## config.mk

```make
export PLATFORM = sky130hd
export DESIGN_NAME = vt52_key_encoder
export DESIGN_NICKNAME = d
export VERILOG_FILES = /design/src/rtl/vt52_pkg.sv /design/src/rtl/vt52_key_lut.sv /design/src/rtl/vt52_key_encoder.sv
export SDC_FILE = /design/constraint.sdc
export NUM_CORES = 1
export LEC_CHECK = 0
export ABC_AREA = 1
export CAP_MARGIN = 15
export CORE_MARGIN = 2
export CORE_UTILIZATION = 48
export DETAILED_ROUTE_END_ITERATION = 8
export PLACE_DENSITY = 0.67
export SLEW_MARGIN = 15
export SYNTH_ARGS = -nofsm -noshare
export SYNTH_HDL_FRONTEND = slang
export SYNTH_SLANG_ARGS = --single-unit
```

## constraint.sdc

```tcl
create_clock -name i_clk -period 4 [get_ports i_clk]
set_input_delay 0.8 -clock i_clk [delete_from_list [all_inputs] [get_ports i_clk]]
set_output_delay 0.8 -clock i_clk [all_outputs]
set_load 0.1 [all_outputs]
```

## src/rtl/vt52_pkg.sv

```systemverilog
// rtl/vt52_pkg.sv - shared key codes, escape constants and encoder types
package vt52_pkg;

    localparam logic [7:0] KEY_UP    = 8'h80;
    localparam logic [7:0] KEY_DOWN  = 8'h81;
    localparam logic [7:0] KEY_RIGHT = 8'h82;
    localparam logic [7:0] KEY_LEFT  = 8'h83;
    localparam logic [7:0] KEY_PF1   = 8'h84;
    localparam logic [7:0] KEY_PF2   = 8'h85;
    localparam logic [7:0] KEY_PF3   = 8'h86;
    localparam logic [7:0] KEY_KP0   = 8'h90;
    localparam logic [7:0] KEY_KP9   = 8'h99;

    localparam logic [7:0] ESC_DEFAULT         = 8'h1B;
    localparam logic [7:0] IDENT_FINAL_DEFAULT = 8'h4B;
    localparam logic [7:0] IDENT_MID           = 8'h2F;
    localparam logic [7:0] CURSOR_BASE         = 8'h41;
    localparam logic [7:0] PF_BASE             = 8'h50;
    localparam logic [7:0] KP_NUM_BASE         = 8'h30;
    localparam logic [7:0] KP_ALT_PREFIX       = 8'h3F;
    localparam logic [7:0] KP_ALT_BASE         = 8'h70;

    typedef enum logic [1:0] {
        IDLE  = 2'd0,
        SEND0 = 2'd1,
        SEND1 = 2'd2,
        SEND2 = 2'd3
    } state_t;

    // bytes[0] goes out first; len of 0 means the key produces no output
    typedef struct packed {
        logic [1:0]      len;
        logic [2:0][7:0] bytes;
    } key_seq_t;

endpackage

```

## src/rtl/vt52_key_lut.sv

```systemverilog
// rtl/vt52_key_lut.sv - combinational key code to VT52 byte sequence
module vt52_key_lut
    import vt52_pkg::*;
#(
    parameter logic [7:0] ESC_CODE = ESC_DEFAULT
) (
    input  logic [7:0] i_key_code,
    input  logic       i_alt_keypad,
    output key_seq_t   o_seq
);

    logic [7:0] w_cur_off;
    logic [7:0] w_pf_off;
    logic [7:0] w_kp_off;

    assign w_cur_off = i_key_code - KEY_UP;
    assign w_pf_off  = i_key_code - KEY_PF1;
    assign w_kp_off  = i_key_code - KEY_KP0;

    always_comb begin
        o_seq = '0;
        if (!i_key_code[7]) begin
            o_seq.len      = 2'd1;
            o_seq.bytes[0] = i_key_code;
        end else if (i_key_code >= KEY_UP && i_key_code <= KEY_LEFT) begin
            o_seq.len      = 2'd2;
            o_seq.bytes[0] = ESC_CODE;
            o_seq.bytes[1] = CURSOR_BASE + w_cur_off;
        end else if (i_key_code >= KEY_PF1 && i_key_code <= KEY_PF3) begin
            o_seq.len      = 2'd2;
            o_seq.bytes[0] = ESC_CODE;
            o_seq.bytes[1] = PF_BASE + w_pf_off;
        end else if (i_key_code >= KEY_KP0 && i_key_code <= KEY_KP9) begin
            if (i_alt_keypad) begin
                o_seq.len      = 2'd3;
                o_seq.bytes[0] = ESC_CODE;
                o_seq.bytes[1] = KP_ALT_PREFIX;
                o_seq.bytes[2] = KP_ALT_BASE + w_kp_off;
            end else begin
                o_seq.len      = 2'd1;
                o_seq.bytes[0] = KP_NUM_BASE + w_kp_off;
            end
        end
    end

endmodule

```

## src/rtl/vt52_key_encoder.sv

```systemverilog
// rtl/vt52_key_encoder.sv - VT52 keyboard encoder: key events and identify
// requests serialised into byte sequences for the UART transmitter.
module vt52_key_encoder
    import vt52_pkg::*;
#(
    parameter logic [7:0] IDENT_FINAL = IDENT_FINAL_DEFAULT,
    parameter logic [7:0] ESC_CODE    = ESC_DEFAULT
) (
    input  logic       i_clk,
    input  logic       i_reset,
    input  logic       i_key_valid,
    input  logic [7:0] i_key_code,
    output logic       o_key_ready,
    input  logic       i_ident_req,
    input  logic       i_alt_keypad,
    output logic [7:0] o_tx_data,
    output logic       o_tx_valid,
    input  logic       i_tx_ready
);

    state_t     r_state, w_state_nxt;
    key_seq_t   r_seq, w_seq_nxt;
    key_seq_t   w_key_seq;
    key_seq_t   w_ident_seq;
    logic [7:0] r_tx_data, w_tx_data_nxt;
    logic       r_tx_valid, w_tx_valid_nxt;
    logic       r_ident_pending, w_ident_pending_nxt;
    logic       r_ident_active, w_ident_active_nxt;
    logic       w_xfer;
    logic       w_load_ident;

    vt52_key_lut #(
        .ESC_CODE (ESC_CODE)
    ) u_lut (
        .i_key_code   (i_key_code),
        .i_alt_keypad (i_alt_keypad),
        .o_seq        (w_key_seq)
    );

    assign w_ident_seq.len   = 2'd3;
    assign w_ident_seq.bytes = {IDENT_FINAL, IDENT_MID, ESC_CODE};

    assign w_xfer      = r_tx_valid && i_tx_ready;
    assign o_key_ready = (r_state == IDLE) && !r_ident_pending;
    assign o_tx_data   = r_tx_data;
    assign o_tx_valid  = r_tx_valid;

    always_comb begin
        w_state_nxt        = r_state;
        w_seq_nxt          = r_seq;
        w_tx_data_nxt      = r_tx_data;
        w_tx_valid_nxt     = r_tx_valid;
        w_ident_active_nxt = r_ident_active;
        w_load_ident       = 1'b0;
        case (r_state)
            IDLE: begin
                w_tx_valid_nxt = 1'b0;
                if (r_ident_pending) begin
                    w_load_ident       = 1'b1;
                    w_ident_active_nxt = 1'b1;
                    w_seq_nxt          = w_ident_seq;
                    w_tx_data_nxt      = w_ident_seq.bytes[0];
                    w_tx_valid_nxt     = 1'b1;
                    w_state_nxt        = SEND0;
                end else if (i_key_valid && w_key_seq.len != 2'd0) begin
                    w_seq_nxt      = w_key_seq;
                    w_tx_data_nxt  = w_key_seq.bytes[0];
                    w_tx_valid_nxt = 1'b1;
                    w_state_nxt    = SEND0;
                end
            end
            SEND0: begin
                if (w_xfer) begin
                    if (r_seq.len > 2'd1) begin
                        w_tx_data_nxt = r_seq.bytes[1];
                        w_state_nxt   = SEND1;
                    end else begin
                        w_tx_valid_nxt     = 1'b0;
                        w_ident_active_nxt = 1'b0;
                        w_state_nxt        = IDLE;
                    end
                end
            end
            SEND1: begin
                if (w_xfer) begin
                    if (r_seq.len > 2'd2) begin
                        w_tx_data_nxt = r_seq.bytes[2];
                        w_state_nxt   = SEND2;
                    end else begin
                        w_tx_valid_nxt     = 1'b0;
                        w_ident_active_nxt = 1'b0;
                        w_state_nxt        = IDLE;
                    end
                end
            end
            SEND2: begin
                if (w_xfer) begin
                    w_tx_valid_nxt     = 1'b0;
                    w_ident_active_nxt = 1'b0;
                    w_state_nxt        = IDLE;
                end
            end
            default: begin
                w_tx_valid_nxt     = 1'b0;
                w_ident_active_nxt = 1'b0;
                w_state_nxt        = IDLE;
            end
        endcase
        // Requests arriving while one is queued or on the wire fold into it.
        w_ident_pending_nxt = !w_load_ident &&
                              (r_ident_pending || (i_ident_req && !r_ident_active));
    end

    always_ff @(posedge i_clk or posedge i_reset) begin
        if (i_reset) begin
            r_state         <= IDLE;
            r_seq           <= '0;
            r_tx_data       <= 8'h00;
            r_tx_valid      <= 1'b0;
            r_ident_pending <= 1'b0;
            r_ident_active  <= 1'b0;
        end else begin
            r_state         <= w_state_nxt;
            r_seq           <= w_seq_nxt;
            r_tx_data       <= w_tx_data_nxt;
            r_tx_valid      <= w_tx_valid_nxt;
            r_ident_pending <= w_ident_pending_nxt;
            r_ident_active  <= w_ident_active_nxt;
        end
    end

endmodule

```

==> impl_metrics.toml, run 1 <==
[status]
outcome = "complete, no violations"

[global_route]
grt_usage_pct = 23.72
grt_pass1_wl_mm = 11.45
grt_use_met2_pct = 38.53
grt_start_max_net_pins = 21
grt_pass1_vias = 2362
busiest_layer = "met2"
grt_use_met3_pct = 4.483
grt_overflow = 0
grt_use_met1_pct = 32.53
antenna_found_initial = 0

[critical_path]
worst-path-buf-inv = 2
crit_path_top_delay_cell = "clkdlybuf4s50_1"
crit_family = "simple AND/OR/NAND/NOR gates"
slowest_delay_ns = 0.74
crit_top_cell = "nand2_1"
r2r-start = "r_state[0]$_DFFE_PP0P_"
crit_path_max_fanout = 12
start_kind = "input port"
cp-end-kind = "flop"
arrival_ns = 3.40
setup.worst_path.start = "i_key_code[4]"
cp.required_ns = 4.17
path_class = "in -> reg"
path_cells = "clkdlybuf4s50_1 > ha_1 > inv_1 > nor2_2 > nand3_1 > nand2_2 > nand3_2 > nand4_2 > nand2_2 > nand2_1 > nand2_1 > nand2_1 > nand2_1"

[drt]
drt-total-wl_mm = 6.630
first_pass_iters = 5
vias = 2525
wl_per_cell_um = 14.11
drc = 0
ant_nets = 0
drt_iter0_drc = 205
avgViaCountPerCell = 5.372

[layout]
regArea_um2 = 775.7
layout-drive-gt1-share_pct = 10.80
final_common_cell = "nand2_1"
layout_common_cells = "nand2_1 (133), inv_1 (39), nand3_1 (38), dfrtp_1 (31), clkdlybuf4s50_1 (22)"
fillers = 529
num_antenna_cells = 0
fin_nets = 429
multi_input_area_um2 = 1623
syn2layout_area_growth_pct = 14.21

[clock_tree]
cts-root-buf = "clkbuf_8"
clock_path_buffers = 2
holdBufCountCts = 0
ctsResizeCount = 0
cts_sinks = 31
numCtsBuffers = 5
insertion_delay_ns = 0.29
cts_tree = "yes"
clk_pin_slew_worst_paths_ns = 0.06
cts_setup_buffers = 0
htreeDepth = 2

[timing]
max_freq_mhz = 309.9
hold_ws_ns = 0.4722
slew_violations = 0
worst_slack_ns = 0.7735
fin_tns_setup_ns = 0
rsz0062_at_grt = "false"
min_period_ns = 3.226
finalHoldViolations = 0
post-route-period-util_pct = 80.66
max_slew_margin_pct = 35.31
worst_slew_pin_slew_ns = 0.9673
skew_ns = 0.006478
finalSetupViolCount = 0

[power]
peakVddDrop_v = 0.0004533
power_mw = 2.095
p_leak_nw = 1.572
power_density_nw_per_um2 = 694.4

[placed_design]
pre_cts_slack_ns = 0.4967
port_buffers = 23
place_hpwl_mm = 5.191
finalWeightedCongestion = 0.8995

[synth]
netlist_instances = 378
synth_seq_area_share_pct = 29.37
ys_ff_latch = 31
async_flop_share_pct = 100.0
synth-edff-count = 0
ys.flop_type = "dfrtp_1"
synthesis.area_um2 = 2641
syn-num-nets = 410
synth_cell_types = 36
synth_area_per_cell_um2 = 6.988
synth_warnings = 0

[floorplan]
start_util_pct = 48.87
core_region_area_um2 = 5405
std_cell_rows = 27
die_h_um = 78.18
ioPinCount = 24
dieArea_um2 = 6112
die_w_um = 78.18

[hold_path]
min_path_type = "reg -> reg"
worstHoldStart = "o_tx_data[1]$_DFFE_PP0P_"

[run]
maxCapViolations = 0
[where the power goes]
group / internal [mW] / total (mW) / switching [mW]
logic: 0.353 / 1.25 / 0.900
registers: 0.436 / 0.521 / 0.0851
clock network: 0.201 / 0.320 / 0.119
total: 0.990 / 2.09 / 1.10
[cells in the mapped netlist (6+ instances only)]
cell | number | area (um2)
a22o_1 | 8 | 70.07
nand2_2 | 7 | 43.79
ha_1 | 18 | 225.2
nand2_1 | 133 | 499.2
clkbuf_1 | 6 | 22.52
inv_1 | 39 | 146.4
dfrtp_1 | 31 | 775.7
nand3_2 | 11 | 110.1
nand3_1 | 38 | 190.2
o21ai_0 | 15 | 75.07
nor2_1 | 20 | 75.07
[per-stage QoR]
step                      util [%]  instance area [um2]  instances
after detailed placement     53.63                 2899        462
after floorplan                  -                 2641        378
after CTS                    55.81                 3017        470
after global routing         55.81                 3017        470
final                        55.81                 3017        470
after global placement       53.63                 2899        462
[kinds of logic (layout without fill, tap and decap cells)]
kind of cell,Yosys count,count (layout),share of synthesized area [%]
DFF,31,31,29.37
xor gates and xnor gates,6,6,1.990
adders and majority gates,18,18,8.527
and+or+nand+nor,223,223,38.75
AOI/OAI and AO/OA,44,44,12.17
buffers and inverters,56,76,9.190
[tightest hold or removal path: stages, from the launching register on]
cell and delay (ns):
dfrtp_1 0.34, nand2_1 0.05, nand2_1 0.04
[final cells by class]
cell class / instances / share of cell area, %
timing repair buffer: 26 / 8.295
clock inverter: 2 / 1.161
tap: 72 / 2.986
sequential: 31 / 25.72
multi-input combinational: 291 / 53.80
inverter: 42 / 5.309
clock buffer: 6 / 2.737
[per-layer routing]
layer	vias up	part of all wire, %
met2	82	46
met5	-	0
li1	1265	-
met4	0	1.5
met1	1166	46
met3	12	5.8
[flip-flops by register name (all words and copies together), names as in the netlist]
name	count
r_seq	18
o_tx_data	8
r_state	2
o_tx_valid	1
r_ident_active	1
r_ident_pending	1
[worst paths after layout]
check | endpoint | slack (ns) | depth (start not counted)
min in group asynchronous | r_state[0]$_DFFE_PP0P_ | 0.93 | 2
min reg2reg | o_tx_data[1]$_DFFE_PP0P_ | 0.47 | 2
max reg2reg | o_tx_data[4]$_DFFE_PP0P_ | 1.95 | 6
min | o_tx_data[1]$_DFFE_PP0P_ | 0.47 | 2
max in group asynchronous | r_seq[11]$_DFFE_PP0P_ | 2.43 | 3
max | o_tx_data[4]$_DFFE_PP0P_ | 0.77 | 13
Power figures use the tool's default switching activity.
==> run 2: changes to the inputs <==
PLACE_DENSITY = 0.7   (was 0.67)
clock period = 2.95 ns   (was 4 ns; I/O delays follow)
==> impl_metrics.toml, run 2 (synthesized netlist as in run 1, its figures left out) <==
[critical_path]
setup.worst_path.start = "i_key_code[4]"
path_cells = "clkdlybuf4s50_1 > ha_1 > inv_1 > nor2_2 > nand3_1 > nand2_2 > nand3_2 > buf_4 > nand2_1 > o31ai_1 > nor2_1 > nand3_2 > nand2_1"
cp-end-kind = "flop"
crit_path_top_delay_cell = "clkdlybuf4s50_1"
r2r-end = "o_tx_data[7]$_DFFE_PP0P_"
cp.required_ns = 3.18
r2r-start = "r_state[0]$_DFFE_PP0P_"
rrSetupSlack_ns = 1.05
path_depth = 13
worstSetupEndpoint = "r_seq[12]$_DFFE_PP0P_"
path_class = "in -> reg"
slowest_delay_ns = 0.57
crit_family = "simple AND/OR/NAND/NOR gates"
start_kind = "input port"
worst-path-buf-inv = 3
reg2regPathDepth = 7
arrival_ns = 2.81
crit_path_max_fanout = 6

[layout]
syn2layout_area_growth_pct = 19.42
num_antenna_cells = 0
layout_common_cells = "nand2_1 (133), inv_1 (39), nand3_1 (38), buf_4 (34), dfrtp_1 (31)"
final_area_um2 = 3154
largest_reg_flops = 18
final_common_cell = "nand2_1"
layout-drive-gt1-share_pct = 17.38
top_register = "r_seq"
fin_nets = 451
instances_no_fill = 492

[placed_design]
placed_cell_area_um2 = 3054
place_hpwl_mm = 5.458
port_buffers = 23
dp_cells = 484
finalWeightedCongestion = 0.8681

[floorplan]
ioPinCount = 24
std_cell_rows = 27
dieArea_um2 = 6112
die_w_um = 78.18
core_region_area_um2 = 5405
start_util_pct = 48.87
die_h_um = 78.18

[timing]
skew_ns = 0.003917
max_slew_margin_pct = 68.22
slew_violations = 0
worst_slew_pin_slew_ns = 0.4768
max_freq_mhz = 386.2
hold_ws_ns = 0.4691
finalHoldViolations = 0
finalSetupViolCount = 0
min_period_ns = 2.589
post-route-period-util_pct = 87.77
rsz0062_at_grt = "false"
fin_tns_setup_ns = 0

[global_route]
grt_pass1_wl_mm = 11.74
grt_pass1_vias = 2419
grt_overflow = 0
antenna_found_initial = 0
grt_usage_pct = 24.67
grt_start_max_net_pins = 32

[clock_tree]
cts-root-buf = "clkbuf_8"
htreeDepth = 2
holdBufCountCts = 0
numCtsBuffers = 5
insertion_delay_ns = 0.28
ctsResizeCount = 0
cts_setup_buffers = 0
cts_sinks = 31
cts_tree = "yes"
clock_path_buffers = 2
clk_pin_slew_worst_paths_ns = 0.06

[hold_path]
min_path_type = "reg -> reg"

[drt]
ant_nets = 0
drt_iter0_drc = 246
drc = 0
first_pass_iters = 4
drt-total-wl_mm = 6.944
vias = 2545
avgViaCountPerCell = 5.173
wl_per_cell_um = 14.11

[power]
peakVddDrop_v = 0.0006378
power_density_nw_per_um2 = 908.2
p_leak_nw = 1.684

[run]
maxCapViolations = 0

[status]
outcome = "complete, no violations"
==> run 2: cell types whose count changed in the layout (fill, tap and decap cells not counted), sizes merged <==
| cell | before | now |
|---|---|---|
| buf | 4 | 35 |
| clkdlybuf4s50 | 22 | 13 |
| clkbuf | 6 | 8 |
| bufinv | 1 | 0 |
| clkinv | 1 | 0 |
==> run 2: worst register-to-register path, stage by stage (launching register included) <==
cell	delay [ns]
dfrtp_1	0.41
inv_1	0.11
ha_1	0.48
nor2_1	0.25
nand2_1	0.07
o21ai_0	0.29
nand3_1	0.14
nand2_1	0.08
==> run 2: cell type report <==
cell class	count	area [um2]
clock buffers	8	100.1
fillers	507	2251
inverters	42	160.2
multi-input cells	291	1623
flip-flops and latches	31	775.7
well taps	72	90.09
repair buffers	48	405.4
==> run 2: where the power goes <==
group	total [mW]	switching (mW)	internal [mW]
Sequential	0.702	0.111	0.591
Combinational	1.80	1.25	0.548
Clock	0.364	0.152	0.213
==> run 2: worst min-delay path by stage <==
stage	start	endpoint	slack, ns	cells past startpoint
CTS	r_ident_active$_DFFE_PP0P_	r_ident_pending$_DFF_PP0_	0.47	1
detailed placement	o_tx_data[5]$_DFFE_PP0P_	o_tx_data[5]$_DFFE_PP0P_	0.46	2
finish	o_tx_data[5]$_DFFE_PP0P_	o_tx_data[5]$_DFFE_PP0P_	0.47	2
global placement	r_seq[16]$_DFFE_PP0P_	r_seq[16]$_DFFE_PP0P_	0.46	2
floorplan	r_ident_active$_DFFE_PP0P_	r_ident_pending$_DFF_PP0_	0.43	1
global route	o_tx_data[4]$_DFFE_PP0P_	o_tx_data[4]$_DFFE_PP0P_	0.49	2
==> run 2: per-layer routing <==
| layer | routed length, um | GRT usage, % |
|---|---|---|
| met1 | 3395 | 35.58 |
| met2 | 3200 | 38.79 |
| met3 | 283 | 3.678 |
| met4 | 64 | 6.316 |
| met5 | 0 | 0 |
==> run 2: metrics by stage <==
step / utilization (%) / power, mW / setup slack, ns
floorplan: - / 2.057 / 0.6696
global placement: 56.50 / 2.480 / 0.1476
detailed placement: 56.50 / 2.508 / 0.1003
CTS: 58.36 / 2.876 / 0.3909
global route: 58.36 / 3.088 / 0.1310
finish: 58.36 / 2.865 / 0.3608
==> run 3: changes to the inputs <==
REMOVE_ABC_BUFFERS = 1   (was unset)
==> impl_metrics.toml, run 3 (synthesized netlist as in run 1, its figures left out) <==
[status]
outcome = "complete, no violations"

[floorplan]
ioPinCount = 24
dieArea_um2 = 6112
die_w_um = 78.18
start_util_pct = 48.87
std_cell_rows = 27
core_region_area_um2 = 5405
die_h_um = 78.18

[critical_path]
r2r-end = "o_tx_data[1]$_DFFE_PP0P_"
slowest_delay_ns = 0.42
worstSetupEndpoint = "r_seq[8]$_DFFE_PP0P_"
path_class = "in -> reg"
rrSetupSlack_ns = 1.12
arrival_ns = 2.76
crit_family = "simple AND/OR/NAND/NOR gates"
start_kind = "input port"
worst-path-buf-inv = 3
path_depth = 14
reg2regPathDepth = 7
crit_path_top_delay_cell = "clkdlybuf4s50_1"
r2r-start = "r_state[0]$_DFFE_PP0P_"
cp.required_ns = 3.12
crit_path_max_fanout = 7
cp-end-kind = "flop"
setup.worst_path.start = "i_key_code[5]"
path_cells = "clkdlybuf4s50_1 > inv_1 > ha_1 > inv_1 > nor2_1 > nand2_1 > nand2_2 > nand2_1 > nor2_1 > nand2_1 > o211ai_1 > nand2_1 > nand3_1 > nand2_1"
crit_top_cell = "nand2_1"

[drt]
vias = 2654
wl_per_cell_um = 13.71
ant_nets = 0
first_pass_iters = 4
drc = 0
drt-total-wl_mm = 6.730
avgViaCountPerCell = 5.405
drt_iter0_drc = 172

[layout]
largest_reg_flops = 18
final_util_pct = 58.77
final_area_um2 = 3177
num_antenna_cells = 0
fin_nets = 450
final_common_cell = "nand2_1"
layout-drive-gt1-share_pct = 17.42
syn2layout_area_growth_pct = 20.27
layout_common_cells = "nand2_1 (133), inv_1 (39), nand3_1 (38), buf_4 (32), dfrtp_1 (31)"
top_register = "r_seq"
fillers = 541

[placed_design]
place_hpwl_mm = 5.219
placed_cell_area_um2 = 3059
finalWeightedCongestion = 0.9522
port_buffers = 23

[global_route]
grt_usage_pct = 23.87
antenna_found_initial = 0
grt_pass1_wl_mm = 11.72
grt_pass1_vias = 2508
grt_overflow = 0
grt_start_max_net_pins = 32

[timing]
min_period_ns = 2.595
slew_violations = 0
fin_tns_setup_ns = 0
rsz0062_at_grt = "false"
max_slew_margin_pct = 68.21
skew_ns = 0.005095
worst_slew_pin_slew_ns = 0.4768
finalSetupViolCount = 0
post-route-period-util_pct = 87.98
max_freq_mhz = 385.3
finalHoldViolations = 0
hold_ws_ns = 0.4664

[power]
p_leak_nw = 1.694
power_density_nw_per_um2 = 933.4
peakVddDrop_v = 0.0006459

[clock_tree]
clk_pin_slew_worst_paths_ns = 0.07
cts_sinks = 31
holdBufCountCts = 0
cts_setup_buffers = 0
insertion_delay_ns = 0.29
htreeDepth = 2
ctsResizeCount = 0
cts_tree = "yes"
numCtsBuffers = 5
cts-root-buf = "clkbuf_8"
clock_path_buffers = 2

[run]
maxCapViolations = 0

[hold_path]
min_path_type = "reg -> reg"
## run 3: cell types whose count changed in the layout (fill, tap and decap cells not counted)
cell       change
buf_12         +1
buf_4          -2
bufinv_16      +1
clkbuf_1       -1
clkbuf_8       -1
clkinv_2       +1
## run 3: cell type report
cell class	count	area (um2)	share of cell area [%]
clock buffers	6	82.58	2.599
clock inverters	2	35.03	1.103
inverters	42	160.2	5.041
multi-input cells	291	1623	51.08
flip-flops and latches	31	775.7	24.42
well taps	72	90.09	2.836
repair buffers	47	410.4	12.92
## run 3: per-layer routing
metal	GRT usage [%]	share of wire, %	vias up
met1	34.06	48	1277
li1	-	-	1310
met2	38.10	46	55
met3	3.563	4.2	12
met4	5.965	1.5	0
met5	0	0	-
## run 3: worst min-delay path by stage
| stage | startpoint | endpoint | slack (ns) | cells past startpoint |
|---|---|---|---|---|
| floorplan | r_ident_active$_DFFE_PP0P_ | r_ident_pending$_DFF_PP0_ | 0.43 | 1 |
| global placement | r_ident_active$_DFFE_PP0P_ | r_ident_pending$_DFF_PP0_ | 0.44 | 1 |
| detailed placement | r_ident_active$_DFFE_PP0P_ | r_ident_pending$_DFF_PP0_ | 0.46 | 1 |
| CTS | r_ident_active$_DFFE_PP0P_ | r_ident_pending$_DFF_PP0_ | 0.47 | 1 |
| global route | r_ident_active$_DFFE_PP0P_ | r_ident_pending$_DFF_PP0_ | 0.49 | 1 |
| finish | r_ident_active$_DFFE_PP0P_ | r_ident_pending$_DFF_PP0_ | 0.47 | 1 |
## run 3: where the power goes
group	leakage, nW	internal [mW]	switching (mW)	total [mW]
clock	0.0612	0.273	0.164	0.437
sequential	0.400	0.591	0.113	0.704
combinational	1.23	0.555	1.27	1.82
total	1.69	1.42	1.55	2.97
## run 3: worst reg2reg max path, delay by kind of cell (launching register included)
kind	cells	cell delay (ns)
AOI/OAI and AO/OA	1	0.30
adders and majority gates	1	0.56
buffers and inverters	3	0.31
DFF	1	0.40
and+or+nand+nor	2	0.15
## run 3: stage by stage
stage	total power, mW	instances	worst slack (ns)
after floorplan	1.995	364	0.1931
after global placement	2.491	483	0.1693
after detailed placement	2.524	483	0.1132
after CTS	2.971	491	0.4034
after global routing	3.184	491	0.1209
final	2.965	491	0.3547
